[config.mk]
export PLATFORM = sky130hd
export DESIGN_NAME = sync_frame_tx_1011
export DESIGN_NICKNAME = d
export VERILOG_FILES = /design/src/rtl/sync_frame_tx_1011.sv
export SDC_FILE = /design/constraint.sdc
export NUM_CORES = 1
export LEC_CHECK = 0
export CORE_MARGIN = 2
export CORE_UTILIZATION = 28
export CTS_BUF_LIST = sky130_fd_sc_hd__clkbuf_8
export DETAILED_ROUTE_END_ITERATION = 8
export HOLD_SLACK_MARGIN = 0.03
export PLACE_DENSITY = 0.61
export SLEW_MARGIN = 10
export SYNTH_ARGS = -nofsm -noshare
export SYNTH_HDL_FRONTEND = slang
export SYNTH_SLANG_ARGS = --single-unit
[constraint.sdc]
create_clock -name clk -period 1.7 [get_ports clk]
set_clock_uncertainty 0.1 [all_clocks]
set_input_delay 0.17 -clock clk [delete_from_list [all_inputs] [get_ports clk]]
set_output_delay 0.17 -clock clk [all_outputs]
set_load 0.02 [all_outputs]
[src/rtl/sync_frame_tx_1011.sv]
// Serialises a DATA_W payload behind a 1,0,1,1 sync word, MSB first, one bit per clock.
// Define SYNC_FRAME_TX_PARITY_EN to append an even-parity bit after the payload LSB.
module sync_frame_tx_1011 #(
    parameter int DATA_W = 8
) (
    input  logic              clk,
    input  logic              rst,
    input  logic [DATA_W-1:0] in_data,
    input  logic              in_valid,
    output logic              in_ready,
    output logic              tx_bit,
    output logic              tx_valid,
    output logic              tx_done,
    output logic              busy
);
    // The counter indexes both the four sync bits and the payload bits.
    localparam int CNT_W = ($clog2(DATA_W) > 2) ? $clog2(DATA_W) : 2;
    localparam logic [CNT_W-1:0] LAST_DATA = CNT_W'(DATA_W - 1);
    localparam logic [CNT_W-1:0] LAST_SYNC = CNT_W'(3);
    localparam logic [CNT_W-1:0] CNT_ONE   = CNT_W'(1);
    localparam logic [3:0]       SYNC_WORD = 4'b1011;

`ifdef SYNC_FRAME_TX_PARITY_EN
    typedef enum logic [1:0] {IDLE, SYNC, DATA, PARITY} state_t;
`else
    typedef enum logic [1:0] {IDLE, SYNC, DATA} state_t;
`endif

    state_t             state_reg;
    logic [CNT_W-1:0]   cnt_reg;
    logic [DATA_W-1:0]  shift_reg;
    logic               tx_bit_reg;
    logic               tx_valid_reg;
    logic               tx_done_reg;
    logic               accept;

`ifdef SYNC_FRAME_TX_PARITY_EN
    logic [DATA_W:0]    par_chain;
    logic               parity_reg;

    assign par_chain[0] = 1'b0;
    for (genvar gi = 0; gi < DATA_W; gi++) begin : g_par
        assign par_chain[gi+1] = par_chain[gi] ^ in_data[gi];
    end
`endif

    // The final frame bit always carries tx_done, so it doubles as the "can restart" flag.
    assign in_ready = rst && ((state_reg == IDLE) || tx_done_reg);
    assign busy     = rst && (state_reg != IDLE);
    assign accept   = in_valid && in_ready;
    assign tx_bit   = tx_bit_reg;
    assign tx_valid = tx_valid_reg;
    assign tx_done  = tx_done_reg;

    always_ff @(posedge clk) begin
        if (!rst) begin
            state_reg    <= IDLE;
            cnt_reg      <= '0;
            shift_reg    <= '0;
            tx_bit_reg   <= 1'b0;
            tx_valid_reg <= 1'b0;
            tx_done_reg  <= 1'b0;
`ifdef SYNC_FRAME_TX_PARITY_EN
            parity_reg   <= 1'b0;
`endif
        end else if ((state_reg == IDLE) || tx_done_reg) begin
            tx_done_reg <= 1'b0;
            cnt_reg     <= '0;
            if (accept) begin
                state_reg    <= SYNC;
                shift_reg    <= in_data;
                tx_bit_reg   <= SYNC_WORD[3];
                tx_valid_reg <= 1'b1;
`ifdef SYNC_FRAME_TX_PARITY_EN
                parity_reg   <= par_chain[DATA_W];
`endif
            end else begin
                state_reg    <= IDLE;
                tx_bit_reg   <= 1'b0;
                tx_valid_reg <= 1'b0;
            end
        end else begin
            case (state_reg)
                SYNC: begin
                    if (cnt_reg == LAST_SYNC) begin
                        state_reg  <= DATA;
                        cnt_reg    <= '0;
                        tx_bit_reg <= shift_reg[DATA_W-1];
                        shift_reg  <= {shift_reg[DATA_W-2:0], 1'b0};
                    end else begin
                        cnt_reg    <= cnt_reg + CNT_ONE;
                        tx_bit_reg <= SYNC_WORD[2'd2 - cnt_reg[1:0]];
                    end
                end
                DATA: begin
                    if (cnt_reg == LAST_DATA) begin
`ifdef SYNC_FRAME_TX_PARITY_EN
                        state_reg   <= PARITY;
                        tx_bit_reg  <= parity_reg;
                        tx_done_reg <= 1'b1;
`endif
                    end else begin
                        cnt_reg    <= cnt_reg + CNT_ONE;
                        tx_bit_reg <= shift_reg[DATA_W-1];
                        shift_reg  <= {shift_reg[DATA_W-2:0], 1'b0};
`ifndef SYNC_FRAME_TX_PARITY_EN
                        tx_done_reg <= ((cnt_reg + CNT_ONE) == LAST_DATA);
`endif
                    end
                end
                default: begin
                    state_reg    <= IDLE;
                    tx_valid_reg <= 1'b0;
                    tx_bit_reg   <= 1'b0;
                end
            endcase
        end
    end
endmodule

# == Word-level counts from Yosys, hierarchy flattened ==
# Cells that the tools add are included.
# totals
regBits,16
n_memories,0
ramBits,0
out_inout_bits,5
latchBits,0
mem_bits_ro,0
in_bits,11
# op_classes
add_sub_neg,2
n_eq_ne,11
n_lt_le_gt_ge,1
n_mux,21
reduce_logical,14
div_mod_pow,0
bitwise,2
n_mul,0
shifts,0
# op_table
operator,count
two-way mux 8 bit,4
case mux 8 bit (2 select lines),1
two-way mux 1 bit,8
"== test 3 bit, second input constant",2
two-way mux 3 bit,2
"!= test 2 bit, second input constant",3
"!= test 3 bit, second input constant",2
case mux 3 bit (2 select lines),1
AND reduction 2 bit,3
two-way mux 2 bit,2
case mux 2 bit (2 select lines),1
AND reduction 4 bit,1
nonzero test 2 bit,2
OR reduction 2 bit,2
"adder 3 x 1 -> 3 bit, second input constant",1
"== test 3 x 2 -> 1 bit, second input constant",1
logical AND 1 bit,3
"less-than comparator 2 x 3 -> 1 bit, second input constant",1
nonzero test 3 bit,1
binary-select mux 1 bit (select 2 bit),1
"== test 2 x 1 -> 1 bit, second input constant",1
"== test 2 bit, second input constant",1
logical NOT 2 bit,1
"!= test 2 x 1 -> 1 bit, second input constant",1
4 further kinds,5

# == Longest topological paths before layout ==
# Gate-level depths: netlist (run 1).
# logic_depth
depth_word,6
ltp_mapped,7
depth_no_buf,6

# == Least setup slack after synthesis (run 1) ==
# OpenSTA, ideal clock, no wires.
# synth_timing
kind,register -> register
start,register cnt_reg[0]
end,register shift_reg[5]
slack_ns,-0.094
arrival_time_ns,1.628
path_stages_with_launch,8
setup_time_ns,0.066
cell_sequence,dfxtp_1 > ha_1 > ha_1 > and2_1 > o41ai_4 > buf_6 > o21ai_1 > a21oi_2
# synth_via
elab_chain_cells,3
word_cells_on_any_way,5
# synth_rtl
item,line,source
start: declaration,30,logic [CNT_W-1:0] cnt_reg;
start signal: assignment,91,cnt_reg <= cnt_reg + CNT_ONE;
start signal: assignment,103,cnt_reg <= cnt_reg + CNT_ONE;
== test 3 bit / == test 3 x 2 -> 1 bit (equally long branches),"96, 85",
!= test 3 bit (no source line),--,
AND reduction 4 bit (no source line) (*),--,
end signal: assignment,71,shift_reg <= in_data;
end signal: assignment,89,"shift_reg <= {shift_reg[DATA_W-2:0], 1'b0};"
end signal: assignment,105,"shift_reg <= {shift_reg[DATA_W-2:0], 1'b0};"
end: declaration,31,logic [DATA_W-1:0] shift_reg;
# Every way passes the cells marked *; elsewhere a longest branch is shown, timed or not.
# A chain may end at the register's enable or synchronous reset.

# == Worst setup path in the final report (run 1) ==
# layout_timing
start,register state_reg[1]
end,register shift_reg[7]
# layout_via
elab_chain_cells,6
word_cells_on_any_way,13
# layout_rtl
item,line,source
start: declaration,29,state_t state_reg;
start signal: assignment,57,state_reg <= IDLE;
start signal: assignment,70,state_reg <= SYNC;
start signal: assignment,78,state_reg <= IDLE;
logical NOT 2 bit,"48, 66",
logical OR 1 bit,"48, 66",
logical AND 1 bit,48,assign in_ready = rst && ((state_reg == IDLE) || tx_done_reg);
logical AND 1 bit,50,assign accept = in_valid && in_ready;
!= test 2 bit (no source line),--,
AND reduction 4 bit (no source line),--,
# Parallel ways exist; a longest one is shown, timed or not.

==> summary.txt, run 1 <==
Final setup viols - 9
GRT Total Usage - 13.5%
DRT iter0 DRCs - 29
FMAX - 542 MHz
Die height - 60.6 µm
Worst-skew pair later-pin latency - 0.26 ns
Place WS - -0.133 ns
Drt wl/cell - 12.7 µm
Starting Density - 29.3%
Hold slack - 0.384 ns
Final Hold Viols - 0
Status - complete, but fails checks
Core Region - 3050 µm²
Routability cong. - 0.844
DIE AREA - 3670 µm²
Root Buffer - clkbuf_8
P_leak - 0.588 nW
EDFF count, synth - 0
Violated checks - setup timing
Max-slew violation count - 0
Top Ports - 16
Psw - 0.244 mW
Clock power frac - 36.3%
Worst setup SP type - flop
Synth top cells by count - 16 x dfxtp_1, 9 x ha_1, 8 x mux2i_1, 7 x a21oi_1, 7 x inv_1
Layout cells sized above 1 - 46.0%
Pwr per Cell Area - 657 nW/µm²
Crit Path Class - reg -> reg
Logic pwr share - 21.3%
Net Sw Frac - 25.4%
Final setup TNS - -1.01 ns
Worst Path Arrival - 1.89 ns
First-pass detailed-route iteration total - 4
Synth area leader - dfxtp_1
Nets@finish - 158
Slew HR - 76.1%
Reg clk slew, reported paths - 0.07 ns
Synthesized Nets - 117
FILL cells - 311
First-pass GRT wire length - 3670 µm
YS warnings - 0
Post-synthesis cell count - 97
CTS Sinks - 16
Post-CTS Hold Buffers - 0
Area Overhead vs Synth - 63.3%
Count leader, synth - dfxtp_1
Initial antenna violation count - 0
Placed wire-length estimate - 1610 µm
CTS Buf Count - 3
Minimum clock period - 1.85 ns
Htree depth - 1
Seq/Total Area, Yosys - 35.8%
Max cap viols - 0
Pint - 0.717 mW
Netlist Area Pre-Place - 896 µm²
Clock buffer depth - 2
Measured slew at the worst slew-check pin - 0.357 ns
Final wirelength - 2310 µm
Reg power frac - 42.4%
Ant. Diodes - 0
Required @ worst endpoint - 1.75 ns
Drt via density - 4.63
Vias in the first global route - 869
Input/output buffers - 15
Crit-path max FO - 7
Max reg flops - 8
Top cell type's share of synthesized area - 35.8%
Grt ovf - 0
Drc violations - 0
Number of synthesized register bits - 16
Top post-synthesis cells by area - dfxtp_1 36%, ha_1 13%, mux2i_1 8.9%
Max IR drop VDD - 0.405 mV
Row Count - 20
Largest net degree at the start of global routing - 14
Asr flop ratio synth - 0%
CTS tree - done
Post-synth top flop - dfxtp_1
Synth cell types - 29
Hold crit path type - in -> reg
Post-route ant nets - 0
Fin crit share - 109%
Min setup slack post-route - -0.146 ns
Die width - 60.6 µm
Vias - 838
RSZ-0062 raised after global routing - true
Synthesized area per cell - 9.24 µm²
CP endpoint kind - flop
==> cell usage in the layout, fill, tap and decap left out, types with 3 or more instances in the layout <==
master           Yosys  final
o21ai_2              0      7
clkdlybuf4s50_1      0     13
clkbuf_8             0      4
nor2_1               6      5
nand3_1              3      3
mux2i_1              8      8
nand2_1              6      6
buf_4                0     19
a21oi_2              3      6
ha_1                 9      5
buf_6                1      3
dfxtp_2              0      4
inv_1                7      5
dfxtp_1             16     12
a21oi_1              7      4
==> worst max-delay path, stage by stage, from the launching register on <==
cell	delay (ns)
dfxtp_2	0.34
inv_2	0.05
ha_4	0.16
or2_4	0.27
o41ai_4	0.35
buf_4	0.19
buf_12	0.13
buf_12	0.10
a21oi_2	0.04
==> power groups by stage <==
stage	registers (mW)	logic [mW]	clock network (mW)
after floorplan	0.415	0.0838	0
after global placement	0.413	0.154	0
after detailed placement	0.414	0.157	0
after CTS	0.406	0.169	0.359
after global routing	0.409	0.221	0.374
final	0.408	0.204	0.349
==> timing repair <==
| action | in CTS | in global routing |
|---|---|---|
| pin swaps | 2 | 4 |
| gates cloned | 0 | 1 |
| setup buffers | 1 | 5 |
| endpoints found under the hold margin | 0 | 0 |
| gates resized for setup | 11 | 22 |
| setup endpoints to repair | 13 | 14 |
==> through the flow <==
step,total power [mW],util (%),instances,instance area (µm²)
global placement,0.567,41.5,171,1270
global route,1.00,47.9,181,1460
floorplan,0.498,-,97,935
CTS,0.934,44.4,176,1360
finish,0.961,47.9,181,1460
detailed placement,0.571,41.5,171,1270
==> path summary, 6_finish.rpt <==
check | start | endpoint | slack (ns) | depth (start not counted)
max reg2reg | state_reg[1] | shift_reg[7] | -0.15 | 8
max | state_reg[1] | shift_reg[7] | -0.15 | 8
min reg2reg | tx_valid | tx_valid | 0.39 | 2
min | in_data[0] | shift_reg[0] | 0.38 | 3
==> per-layer routing <==
layer / track usage (%) / vias up / wire length, µm
li1: - / 425 / -
met3: 3.62 / 5 / 91
met2: 22.1 / 16 / 1150
met4: 6.52 / 0 / 47
met1: 16.2 / 392 / 1020
met5: 0 / - / 0
==> logic make-up after synthesis <==
| family | after synthesis | synth area share (%) |
|---|---|---|
| buffers and inverters | 10 | 5.17 |
| adders and majority gates | 9 | 12.6 |
| DFF | 16 | 35.8 |
| muxes | 8 | 8.94 |
| AOI/OAI and AO/OA | 28 | 22.6 |
| and+or+nand+nor | 26 | 14.9 |
==> layout make-up <==
| type | instances | area [µm²] | area share (%) |
|---|---|---|---|
| clock buffers | 4 | 55.1 | 3.76 |
| multi-input cells | 71 | 624 | 42.7 |
| repair buffers | 39 | 377 | 25.7 |
| well taps | 44 | 55.1 | 3.76 |
| flip-flops and latches | 16 | 325 | 22.2 |
| inverters | 7 | 26.3 | 1.80 |
Note: power is estimated with default switching activity, not from simulation.
==> run 2, diff against run 1 <==
- CTS_CLUSTER_SIZE: not set -> 12
- PLACE_DENSITY: 0.61 -> 0.59
- clock period: 1.7 -> 2 ns (I/O delays scaled with it)
==> summary.txt, run 2 (synthesis results as in run 1) <==
Status - finished clean
FMAX - 507 MHz (-6.3%)
Layout cells sized above 1 - 21.3% (-25 points)
Min setup slack post-route - 0.0292 ns (+0.176 ns)
Pwr per Cell Area - 622 nW/µm² (-5.2%)
Required @ worst endpoint - 2.05 ns (+0.30 ns)
Drc violations - 0 (unchanged)
Final Hold Viols - 0 (unchanged)
Post-route ant nets - 0 (unchanged)
Final setup viols - 0 (-9)
Area Overhead vs Synth - 37.8%
Hold slack - 0.377 ns (-0.00700 ns)
Setup slack, reg-to-reg - 0.03 ns (+0.18 ns)
Max IR drop VDD - 0.276 mV (-32%)
Most frequent cells in the layout - 14 x dfxtp_1, 13 x clkdlybuf4s50_1, 8 x mux2i_1
DRT iter0 DRCs - 26 (-10%)
Nets@finish - 143 (-9.5%)
Starting Density - 29.3% (unchanged)
DIE AREA - 3670 µm² (unchanged)
Worst Setup SP - cnt_reg[0]
Total Power - 0.769 mW (-20%)
Clock buffer depth - 2 (unchanged)
First-pass detailed-route iteration total - 4 (unchanged)
Input/output buffers - 15 (unchanged)
Initial antenna violation count - 0 (unchanged)
Worst-skew pair later-pin latency - 0.25 ns (about the same)
Routability cong. - 0.883 (+4.7%)
Worst setup SP type - flop
Commonest non-fill, non-tap cell in the layout - dfxtp_1
P_leak - 0.508 nW (-14%)
Post-CTS Hold Buffers - 0 (unchanged)
CP endpoint kind - flop
Grt ovf - 0 (unchanged)
Die height - 60.6 µm (unchanged)
Top Ports - 16 (unchanged)
FF-to-FF Start - cnt_reg[0]
Vias in the first global route - 721 (-17%)
CTS Buf Count - 3 (unchanged)
Placed wire-length estimate - 1530 µm (-4.8%)
Fin crit share - 98.5% (-10 points)
Die width - 60.6 µm (unchanged)
Core Region - 3050 µm² (unchanged)
Vias - 772 (-7.9%)
Drt via density - 4.65 (+0.45%)
Slew HR - 75.1% (-0.97 points)
Ant. Diodes - 0 (unchanged)
First-pass GRT wire length - 3230 µm (-12%)
Drt wl/cell - 12.5 µm (-1.8%)
FILL cells - 334 (+7.4%)
Final wirelength - 2080 µm (-9.9%)
Crit Path Class - reg -> reg
Worst Path Arrival - 2.02 ns (+0.13 ns)
CTS tree - done
Largest net degree at the start of global routing - 15 (+1)
Htree depth - 1 (unchanged)
Crit-path max FO - 6 (-1)
Final setup TNS - 0 ns (+1.01 ns)
Minimum clock period - 1.97 ns (+0.124 ns)
Max reg flops - 8 (unchanged)
CTS Sinks - 16 (unchanged)
GRT Total Usage - 11.8% (-1.6 points)
Place WS - 0.0467 ns (+0.180 ns)
Row Count - 20 (unchanged)
Root Buffer - clkbuf_8
Measured slew at the worst slew-check pin - 0.372 ns (+0.0148 ns)
Reg clk slew, reported paths - 0.07 ns (about the same)
Hold path start - cnt_reg[1]
Hold crit path type - reg -> reg
Max-slew violation count - 0 (unchanged)
Max cap viols - 0 (unchanged)
[run 2: cell types whose count changed in the layout (fill, tap and decap cells not counted), moves of 3 or more]
cell,change
a21oi_1,+3
a21oi_2,-3
buf_4,-12
o21ai_0,+4
o21ai_1,+3
o21ai_2,-7
[run 2: critical path, stage by stage (launching register included)]
cell and delay (ns):
dfxtp_2 0.34, ha_2 0.20, ha_1 0.20, and2_4 0.16
o41ai_4 0.40, clkbuf_16 0.21, buf_4 0.11, buf_4 0.10
a21oi_2 0.04
[run 2: repair_timing]
action / in CTS / in global routing
cloned: 0 / 0
setup buffers: 0 / 3
pin swaps: 0 / 1
endpoints found under the setup margin: 1 / 8
resized for setup: 1 / 14
[run 2: path summary, 6_finish.rpt]
| path | endpoint | depth (start not counted) |
|---|---|---|
| min reg2reg | cnt_reg[1] | 2 |
| max | shift_reg[5] | 8 |
| max reg2reg | shift_reg[5] | 8 |
| min | cnt_reg[1] | 2 |
[run 2: cell type report]
class	instances	area (µm²)	area share, %
flip-flops and latches	16	323	26.1
multi-input cells	71	539	43.7
well taps	44	55.1	4.46
repair buffers	24	236	19.1
inverters	7	26.3	2.13
clock buffers	4	55.1	4.46
[run 2: per-stage QoR]
step                      cell area, µm²  cells  util, %
after floorplan                      896     97        -
after global placement              1140    159     37.3
after detailed placement            1140    159     37.3
after CTS                           1190    163     39.1
after global routing                1230    166     40.5
final                               1230    166     40.5
[run 2: where the power goes]
| group | leakage [nW] | total (mW) | internal (mW) | switching (mW) |
|---|---|---|---|---|
| combinational | 0.347 | 0.129 | 0.0691 | 0.0599 |
| clock | 0.0288 | 0.296 | 0.175 | 0.121 |
| sequential | 0.132 | 0.343 | 0.335 | 0.00831 |
[run 2: routing by layer]
layer | vias to the layer above | part of all wire, % | global-route usage [%]
li1 | 392 | - | -
met1 | 361 | 47 | 15.6
met2 | 16 | 48 | 19.0
met3 | 3 | 3.3 | 2.35
met4 | 0 | 1.3 | 4.66
met5 | - | 0 | 0
==> run 3, diff against run 2 <==
- GPL_TIMING_DRIVEN: not set -> 0
- REMOVE_ABC_BUFFERS: not set -> 1
==> summary.txt, run 3 (synthesis results as in run 1) <==
Post-route ant nets - 0 (unchanged)
Required @ worst endpoint - 1.70 ns (-0.35 ns)
Starting Density - 29.3% (unchanged)
Final wirelength - 1880 µm (-9.6%)
Top Ports - 16 (unchanged)
Nets@finish - 143 (unchanged)
First-pass GRT wire length - 2990 µm (-7.3%)
Most frequent cells in the layout - 13 x clkdlybuf4s50_1, 12 x dfxtp_1, 8 x mux2i_1, 8 x buf_4
Reg clk slew, reported paths - 0.06 ns (about the same)
CTS tree - done
Vias in the first global route - 706 (-2.1%)
Core Region - 3050 µm² (unchanged)
Ant. Diodes - 0 (unchanged)
Final core utilization - 40.0% (-0.41 points)
Hold path start - cnt_reg[0]
Crit-path cells - inv_1 > ha_2 > or2_4 > and2_1 > dlygate4sd2_1
Fin crit share - 95.6% (-3.0 points)
Worst Path Arrival - 1.61 ns (-0.41 ns)
Max IR drop VDD - 0.220 mV (-20%)
Die height - 60.6 µm (unchanged)
Grt ovf - 0 (unchanged)
Slew HR - 73.1% (-2.1 points)
Drt via density - 4.63 (-0.39%)
Measured slew at the worst slew-check pin - 0.404 ns (+0.0323 ns)
Hold slack - 0.379 ns (+0.00101 ns)
Row Count - 20 (unchanged)
Status - finished clean
Min setup slack post-route - 0.0890 ns (+0.0597 ns)
P_leak - 0.482 nW (-5.2%)
Layout cells sized above 1 - 23.0% (+1.6 points)
Root Buffer - clkbuf_8
Minimum clock period - 1.91 ns (-0.0597 ns)
CTS Sinks - 16 (unchanged)
Initial antenna violation count - 0 (unchanged)
Largest net degree at the start of global routing - 16 (+1)
Drt wl/cell - 11.3 µm (-9.6%)
Area Overhead vs Synth - 36.5%
FMAX - 523 MHz (+3.1%)
Vias - 769 (-0.39%)
Pwr per Cell Area - 617 nW/µm² (-0.87%)
DRT iter0 DRCs - 11 (-58%)
First-pass detailed-route iteration total - 4 (unchanged)
Drc violations - 0 (unchanged)
Crit-path max FO - 6 (unchanged)
FF-to-FF Start - state_reg[0]
Worst Setup SP - state_reg[0]
Commonest non-fill, non-tap cell in the layout - clkdlybuf4s50_1
Place WS - -0.264 ns (-0.311 ns)
Worst-skew pair later-pin latency - 0.25 ns (about the same)
Final Hold Viols - 0 (unchanged)
CTS Buf Count - 3 (unchanged)
DIE AREA - 3670 µm² (unchanged)
CP endpoint kind - primary output
Hold crit path type - reg -> reg
Clock buffer depth - 2 (unchanged)
Worst setup SP type - flop
Crit-path max cell delay - 0.33 ns (-0.07 ns)
Max-slew violation count - 0 (unchanged)
Placed wire-length estimate - 1300 µm (-15%)
Final setup viols - 0 (unchanged)
Crit Path Class - reg -> out
CP max-delay cell - dfxtp_2
GRT Total Usage - 11.1% (-0.77 points)
Routability cong. - 0.764 (-14%)
Input/output buffers - 15 (unchanged)
Htree depth - 1 (unchanged)
Die width - 60.6 µm (unchanged)
Max reg flops - 8 (unchanged)
Max cap viols - 0 (unchanged)
## run 3: final cells by class
type / count / area (µm²)
fillers: 325 / 1830
well taps: 44 / 55.1
clock buffers: 4 / 55.1
multi-input cells: 71 / 542
flip-flops and latches: 16 / 325
repair buffers: 24 / 219
inverters: 7 / 26.3
## run 3: worst max-delay path: cells and delay by family, from the launching register on
family	cells	cell delay, ns
buffers and inverters	2	0.37
and+or+nand+nor	2	0.45
DFF	1	0.33
adders and majority gates	1	0.21
## run 3: final timing paths
path | end | slack [ns] | depth (start not counted)
worst max-delay path | in_ready | 0.09 | 5
worst min-delay path | cnt_reg[0] | 0.38 | 2
worst max register to register | shift_reg[5] | 0.12 | 7
worst min register to register | cnt_reg[0] | 0.38 | 2
## run 3: stage by stage
stage | instance area, µm² | std cells | power (mW) | setup TNS (ns)
after floorplan | 876 | 94 | 0.413 | -0.00515
after global routing | 1220 | 166 | 0.796 | -0.00518
after detailed placement | 1080 | 153 | 0.458 | -1.75
final | 1220 | 166 | 0.754 | 0
after global placement | 1080 | 153 | 0.456 | -1.24
after CTS | 1150 | 159 | 0.750 | -0.0340
## run 3: layer usage
metal | global-route usage [%] | routed length, µm
met4 | 5.59 | 40
met1 | 12.8 | 860
met5 | 0 | 0
met2 | 18.0 | 873
met3 | 4.05 | 105
## run 3: power breakdown
group	internal [mW]	total [mW]	switching (mW)
logic	0.0661	0.125	0.0586
clock network	0.175	0.286	0.111
registers	0.335	0.344	0.00820
total	0.576	0.754	0.178
## run 3: what timing repair did
item / CTS / global route
pin swaps: 1 / 2
gates resized for setup: 2 / 13
setup buffers: 2 / 6
hold buffers: 0 / 0
gates cloned: 0 / 1
endpoints found under the setup margin: 9 / 11
